### src/rtl/mem_master.sv
// ---------------------------------------------------------------------------
// mem_master
//
// Burst initiator for a single-port synchronous memory. A burst request
// (start address + length) is accepted over a valid/ready handshake and is
// turned into a sequence of memory cycles at incrementing addresses.
//
//   * Write bursts take one beat per handshake on the wr_* stream and issue
//     one memory write per accepted beat (back-to-back beats give one write
//     per cycle).
//   * Read bursts issue one memory read per beat. Each beat is returned on
//     the rsp_* channel and held until the consumer takes it; the next beat
//     is not started until then.
//
// All mem_* pins are registered. Whenever the block is idle the memory is
// left disabled and in read mode.
//
// Ports
//   clk, rst_n        clock (posedge) and synchronous active-low reset
//   req_valid/ready   burst request handshake
//   req_wr            1 = write burst, 0 = read burst
//   req_addr          first address of the burst
//   req_len           beats minus one (0 = single beat)
//   wr_valid/ready    write beat handshake
//   wr_data           write beat payload
//   rsp_valid/ready   read beat handshake
//   rsp_data          read beat payload
//   rsp_last          marks the final beat of a read burst
//   busy              high whenever a burst is in progress
//   mem_enb           memory enable
//   mem_rd_wr         1 = read, 0 = write
//   mem_addr          memory address
//   mem_wdata         memory write data
//   mem_rdata         memory read data, valid the cycle after a read is
//                     sampled by the memory
// ---------------------------------------------------------------------------
module mem_master #(
  parameter int ADDR_W = 16,
  parameter int DATA_W = 32,
  parameter int LEN_W  = 8
) (
  input  logic              clk,
  input  logic              rst_n,

  input  logic              req_valid,
  output logic              req_ready,
  input  logic              req_wr,
  input  logic [ADDR_W-1:0] req_addr,
  input  logic [LEN_W-1:0]  req_len,

  input  logic              wr_valid,
  output logic              wr_ready,
  input  logic [DATA_W-1:0] wr_data,

  output logic              rsp_valid,
  input  logic              rsp_ready,
  output logic [DATA_W-1:0] rsp_data,
  output logic              rsp_last,

  output logic              busy,

  output logic              mem_enb,
  output logic              mem_rd_wr,
  output logic [ADDR_W-1:0] mem_addr,
  output logic [DATA_W-1:0] mem_wdata,
  input  logic [DATA_W-1:0] mem_rdata
);

  localparam logic [2:0] IDLE    = 3'd0;
  localparam logic [2:0] WR      = 3'd1;
  localparam logic [2:0] RD_ADDR = 3'd2;
  localparam logic [2:0] RD_DATA = 3'd3;
  localparam logic [2:0] RD_RSP  = 3'd4;

  localparam logic [ADDR_W-1:0] ADDR_ONE = 1;
  localparam logic [LEN_W-1:0]  LEN_ONE  = 1;

  logic [2:0]        state;
  logic [ADDR_W-1:0] cur_addr;
  logic [LEN_W-1:0]  beat_cnt;

  // Set for the single IDLE cycle in which the last write of a burst is
  // still on the memory pins; no new request is taken in that cycle.
  logic              wr_drain;

  logic              req_hs;
  logic              wr_hs;
  logic              rsp_hs;
  logic              last_beat;
  logic [ADDR_W-1:0] next_addr;

  // Handshake qualifiers. The ready outputs are forced low while reset is
  // asserted so nothing is accepted on the edge that abandons a burst.
  assign req_ready = rst_n & (state == IDLE) & ~wr_drain;
  assign wr_ready  = rst_n & (state == WR);
  assign busy      = (state != IDLE);

  assign req_hs    = req_valid & req_ready;
  assign wr_hs     = wr_valid & wr_ready;
  assign rsp_hs    = rsp_valid & rsp_ready & (state == RD_RSP);

  assign last_beat = (beat_cnt == '0);

  // Address arithmetic wraps naturally at the top of the address space.
  assign next_addr = cur_addr + ADDR_ONE;

  // Burst sequencing: state, current address and remaining beat count.
  // The count only ever decrements when it is non-zero, so it cannot
  // underflow; reaching zero on an accepted beat ends the burst.
  always_ff @(posedge clk) begin
    if (!rst_n) begin
      state    <= IDLE;
      cur_addr <= '0;
      beat_cnt <= '0;
      wr_drain <= 1'b0;
    end else begin
      wr_drain <= 1'b0;
      case (state)
        IDLE: begin
          if (req_hs) begin
            cur_addr <= req_addr;
            beat_cnt <= req_len;
            state    <= req_wr ? WR : RD_ADDR;
          end
        end
        WR: begin
          if (wr_hs) begin
            cur_addr <= next_addr;
            if (last_beat) begin
              state    <= IDLE;
              wr_drain <= 1'b1;
            end else begin
              beat_cnt <= beat_cnt - LEN_ONE;
            end
          end
        end
        RD_ADDR: begin
          state <= RD_DATA;
        end
        RD_DATA: begin
          state <= RD_RSP;
        end
        RD_RSP: begin
          if (rsp_hs) begin
            if (last_beat) begin
              state <= IDLE;
            end else begin
              beat_cnt <= beat_cnt - LEN_ONE;
              cur_addr <= next_addr;
              state    <= RD_ADDR;
            end
          end
        end
        default: begin
          state <= IDLE;
        end
      endcase
    end
  end

  // Memory pin driver. Every cycle defaults to "disabled, read mode", so a
  // write is only ever presented for the one cycle after its beat was
  // accepted. A read is launched on the edge that enters RD_ADDR (so the
  // memory samples it at the end of RD_ADDR) and enable is held through
  // RD_DATA, when the memory drives its data.
  always_ff @(posedge clk) begin
    if (!rst_n) begin
      mem_enb   <= 1'b0;
      mem_rd_wr <= 1'b1;
      mem_addr  <= '0;
      mem_wdata <= '0;
    end else begin
      mem_enb   <= 1'b0;
      mem_rd_wr <= 1'b1;
      case (state)
        IDLE: begin
          if (req_hs && !req_wr) begin
            mem_enb  <= 1'b1;
            mem_addr <= req_addr;
          end
        end
        WR: begin
          if (wr_hs) begin
            mem_enb   <= 1'b1;
            mem_rd_wr <= 1'b0;
            mem_addr  <= cur_addr;
            mem_wdata <= wr_data;
          end
        end
        RD_ADDR: begin
          mem_enb <= 1'b1;
        end
        RD_RSP: begin
          if (rsp_hs && !last_beat) begin
            mem_enb  <= 1'b1;
            mem_addr <= next_addr;
          end
        end
        default: begin
          mem_enb <= 1'b0;
        end
      endcase
    end
  end

  // Read response register. Data is captured at the end of RD_DATA, while
  // the memory is still driving it, and then held untouched until the
  // consumer accepts the beat.
  always_ff @(posedge clk) begin
    if (!rst_n) begin
      rsp_valid <= 1'b0;
      rsp_last  <= 1'b0;
      rsp_data  <= '0;
    end else begin
      if (state == RD_DATA) begin
        rsp_valid <= 1'b1;
        rsp_data  <= mem_rdata;
        rsp_last  <= last_beat;
      end else if (rsp_hs) begin
        rsp_valid <= 1'b0;
        rsp_last  <= 1'b0;
      end
    end
  end

endmodule
### config.mk
export PLATFORM = sky130hd
export DESIGN_NAME = mem_master
export DESIGN_NICKNAME = d
export VERILOG_FILES = /design/src/rtl/mem_master.sv
export SDC_FILE = /design/constraint.sdc
export NUM_CORES = 1
export LEC_CHECK = 0
export ABC_CLOCK_PERIOD_IN_PS = 3700
export BUFFER_PORTS_ARGS = -buffer_cell sky130_fd_sc_hd__buf_2
export CELL_PAD_IN_SITES_DETAIL_PLACEMENT = 0
export CELL_PAD_IN_SITES_GLOBAL_PLACEMENT = 1
export CORE_AREA = 4 4 121 123
export CTS_CLUSTER_SIZE = 8
export DETAILED_ROUTE_END_ITERATION = 8
export DIE_AREA = 0 0 125 127
export PLACE_DENSITY = 0.93
export SLEW_MARGIN = 20
export SYNTH_ARGS = -nofsm -noshare
export SYNTH_HDL_FRONTEND = slang
export SYNTH_SLANG_ARGS = --single-unit
### constraint.sdc
create_clock -name clk -period 3.7 [get_ports clk]
set_input_delay 0.74 -clock clk [delete_from_list [all_inputs] [get_ports clk]]
set_output_delay 0.74 -clock clk [all_outputs]
set_load 0.1 [all_outputs]
# Yosys cells after proc, flatten, opt, wreduce, memory -nomap -nowiden
# Index checks and enable logic that the tools add are counted.
totals:
  output_inout_bits: 87
  in_bits: 94
  reg_bits: 112
  word_cells: 78
op_classes:
  addsub: 2
  n_bitwise: 8
  n_eq_ne: 11
  mux: 30
  n_reduce_logical: 16
op_table:
  columns: ["cell", "count"]
  rows:
  - ["$mux W16", 7]
  - ["$pmux W16 S3", 2]
  - ["$mux W8", 4]
  - ["$pmux W8 S3", 1]
  - ["$add A16 B1 Y16 const B", 1]
  - ["$pmux W3 S5", 1]
  - ["$mux W3", 4]
  - ["$reduce_and A4 Y1", 3]
  - ["$ne A2 B2 Y1 const B", 5]
  - ["$logic_not A8 Y1", 1]
  - ["$mux W1", 8]
  - ["$sub A8 B1 Y8 const B", 1]
  - ["$and A1 B1 Y1", 7]
  - ["$eq A3 B2 Y1 const B", 2]
  - ["$reduce_bool A3 Y1", 2]
  - ["$reduce_and A5 Y1", 1]
  - ["$mux W2", 2]
  - ["$ne A2 B1 Y1 const B", 2]
  - ["$pmux W1 S4", 1]
  - ["$reduce_and A2 Y1", 2]
  - ["$eq A3 B1 Y1 const B", 1]
  - ["$eq A3 B3 Y1 const B", 1]
  - ["$logic_not A3 Y1", 1]
  - ["$reduce_and A3 Y1", 1]
  - ["4 further kinds", 6]

# Logic depth before layout (Yosys ltp)
depth:
  word_depth: 7
  mapped_depth: 9
  ltp_nobuf: 7

# Least setup slack after synthesis
# No wires, ideal clock.
synth_timing:
  path_type: "register to output"
  startpoint: "register state[2]"
  endpoint: "output req_ready"
  stages_incl_launch_ff: 5
  t_arrival_ps: 3316
  n_path_buf: 1
  slack_ps: -356
  path_cell_list: "dfxtp_1 buf_4 nor3_1 inv_1 nor3_1"
synth_via:
  elab_chain_len: 3
synth_rtl:
  columns: ["item", "line_no", "text"]
  rows:
  - ["from (decl)", "78", "logic [2:0] state;"]
  - ["from (signal assigned)", "123", "state <= req_wr ? WR : RD_ADDR;"]
  - ["$logic_not A3 Y1", "94", "assign req_ready = rst_n & (state == IDLE) & ~wr_drain;"]
  - ["$and A1 B1 Y1 (2 in series)", "94", null]
  - ["to (decl)", "46", "output logic req_ready,"]
# No other way between the ends.

# Worst setup path in the final report
layout_timing:
  startpoint: "register state[0]"
  endpoint: "output wr_ready"
layout_via:
  elab_chain_len: 2
layout_rtl:
  columns: ["item", "line_no", "text"]
  rows:
  - ["$eq A3 B1 Y1", "95", "assign wr_ready = rst_n & (state == WR);"]
  - ["$and A1 B1 Y1", "95", null]
  - ["to (decl)", "52", "output logic wr_ready,"]
# No other way between the ends.

==> metrics.txt <==
Min-Delay Endpoint rsp_data[9]$_SDFFE_PN0P_; Worst Path Max Fanout 17; Cell Count, Final, Fillers Out 1019; final WL 14900 um; io pins 181; clock skew after layout 0.00957 ns; hold path depth 2; slowest CP cell dfxtp_1; # fillers 1442; r2r setup slk 1.05 ns; n_diodes 0; most common cell in the synthesized netlist nand2_1; Mapped Avg Cell Area 7.50 um2; worst reg2reg startpoint state[1]$_SDFFE_PN0P_; FMAX 0.361 GHz; largest net degree at the start of global routing 40; Core Util, Final 0.474; Hold Slack 0.451 ns; CP peak stage delay 0.67 ns; vias in the first global route 4891; startpoint types flop; Die Ht 127 um; Post-Syn Area 5110 um2; DRC viols 0; Peak VDD IR 0.248 mV; top cell type's share of synthesized area 0.439; initial antenna violation count 2; actual slew at the worst max-slew pin 0.843 ns; initial drt markers 370; Longest Clk Path Bufs 2; Num CTS Buffers 9; final setup vio count 0; port bufs 180; clock root buffer clkbuf_16; final setup TNS 0 ns; Synthesized Nets 779; Hold Crit Start rsp_data[9]$_SDFFE_PN0P_; largest cells by area after synthesis dfxtp_1 44%, nand2_1 12%, a21oi_1 7.6%; count of pins over their slew limit 0; drt via density 5.12; synthesis-to-layout area growth 26.7%; PostCTS Resize Cnt 0; Post-synth ARST share 0; Slew headroom 0.437; main flop type after synthesis dfxtp_1; crit end category output pin; CP required 2.96 ns; Post-synth EDFFs 0; RSZ-0062 raised after global routing false; Netlist cell types 48; Die ar. 15900 um2; fin crit period 2.77 ns; H-Tree Depth 3; total core area 13700 um2; overflow left after global routing 0; row cnt 43; Max Cap Viol 0; antenna-violating nets left 0; Synth area leader dfxtp_1; flops & latches, synth 112; Pleak 2.75 nW; fin crit share 0.748; DR vias 5217; Cells after Synth 682; sequential area share after synthesis 0.439; placed cell count 1003; Setup CP Type reg2out; DP Wirelength 10600 um; worst r2r dst cur_addr[5]$_SDFFE_PN0P_; Routed WL per cell 14.6 um; crit-path cells nor2b_1 -> buf_4 -> nand2b_1 -> nor2_1 -> buf_12; synth warn 0; TritonCTS clock tree yes; first-pass GRT wire length 24700 um; Post-CTS Setup Inserts 0; outcome complete, no violations; pwr dens 574 nW/um2; Clock transition at path regs 0.07 ns; Post-synth top cells 170 x nand2_1, 112 x dfxtp_1, 78 x a21oi_1; Worst Path Buf+Inv 2; initial core utilization 0.374; cts hold-fix bufs 0; Final Hold Viols 0; clock sink total 112; Skew-Pair Late Insertion Delay 0.35 ns; layout cells sized above 1 0.259; die width 125 um; Final Wtd Congestion 0.812; worst endpoint data arrival time 2.03 ns; GRT Total Usage 0.186; hold crit path type reg2reg; CP delay by family, top flip-flops; R2R depth 6; # nets final 931; drt pass-1 iters 5
==> state kept, by name, indices dropped and copies added, names as in the netlist <==
register / count
beat_cnt: 8
cur_addr: 16
mem_addr: 16
mem_enb: 1
mem_rd_wr: 1
mem_wdata: 32
rsp_data: 32
rsp_last: 1
rsp_valid: 1
state: 3
wr_drain: 1
==> cell usage in the layout (no fill, tap or decap), types with 4 or more instances in the layout <==
cell type / n
buf_2: 178
nand2_1: 170
dfxtp_1: 112
a21oi_1: 78
o21ai_0: 58
nor2_1: 42
nand3_1: 19
buf_4: 14
nor2b_1: 12
nor3_1: 10
xnor2_1: 9
o31ai_1: 9
clkbuf_16: 9
xor2_1: 8
inv_1: 7
nand2b_1: 7
o32ai_1: 7
o211ai_1: 7
nor4_1: 5
a31oi_1: 5
or3_1: 5
a221oi_1: 5
or2_2: 4
a22oi_1: 4
==> power breakdown <==
| part | leakage (nW) | internal, mW | switching [mW] |
|---|---|---|---|
| registers | 0.910 | 1.33 | 0.123 |
| clock network | 0.143 | 0.564 | 0.433 |
| logic | 1.70 | 0.328 | 0.941 |
==> layout make-up <==
cell class	instances	area [um2]	area share
sequential	112	2240	0.346
clock buffer	14	264	0.0408
multi-input combinational	509	2640	0.408
tap	180	225	0.0348
timing repair buffer	194	1040	0.160
inverter	8	30.0	0.00464
clock inverter	2	37.5	0.00580
==> per-stage QoR <==
stage | power, mW | setup slack, ns | area [um2]
after floorplan | 2.46 | 0.327 | 5120
after global placement | 2.74 | 1.16 | 6170
after detailed placement | 2.74 | 1.14 | 6170
after CTS | 3.75 | 0.922 | 6470
after global routing | 3.92 | 0.768 | 6470
final | 3.71 | 0.931 | 6470
==> worst reg2reg max path: cells and delay by family, from the launching register on <==
kind	cells	cell delay [ns]
buffers and inverters	2	0.54
AND/OR/NAND/NOR	2	0.48
flip-flops	1	0.87
AO/OA/AOI/OAI	2	0.66
==> metal layers <==
| metal | global-route usage | vias to the layer above | routed length [um] |
|---|---|---|---|
| met4 | 0.0657 | 4 | 308 |
| met1 | 0.247 | 2344 | 6560 |
| met3 | 0.0535 | 29 | 1230 |
| li1 | - | 2646 | - |
| met5 | 0 | - | 23 |
| met2 | 0.293 | 194 | 6770 |
==> worst max-delay path by stage <==
stage          cells past startpoint  slack, ns             startpoint                       end
4_1_cts                            5       0.92  state[0]$_SDFFE_PN0P_                  wr_ready
6_report                           5       0.93  state[0]$_SDFFE_PN0P_                  wr_ready
3_3_place_gp                       6       1.16  state[1]$_SDFFE_PN0P_  cur_addr[5]$_SDFFE_PN0P_
3_5_place_dp                       6       1.14  state[1]$_SDFFE_PN0P_  cur_addr[5]$_SDFFE_PN0P_
5_1_grt                            5       0.77  state[0]$_SDFFE_PN0P_                  wr_ready
2_1_floorplan                      5       0.33                  rst_n                  wr_ready
==> cells by family (layout without fill, tap and decap cells) <==
family	count (synthesis)	in the layout	share of synthesized area
flops	112	112	0.439
mux	2	2	0.00392
compound gates	197	197	0.229
simple gates	290	290	0.244
buf+inv	61	218	0.0477
xor+xnor	17	17	0.0291
fa+ha+maj	3	3	0.00734
Power figures use the tool's default switching activity.
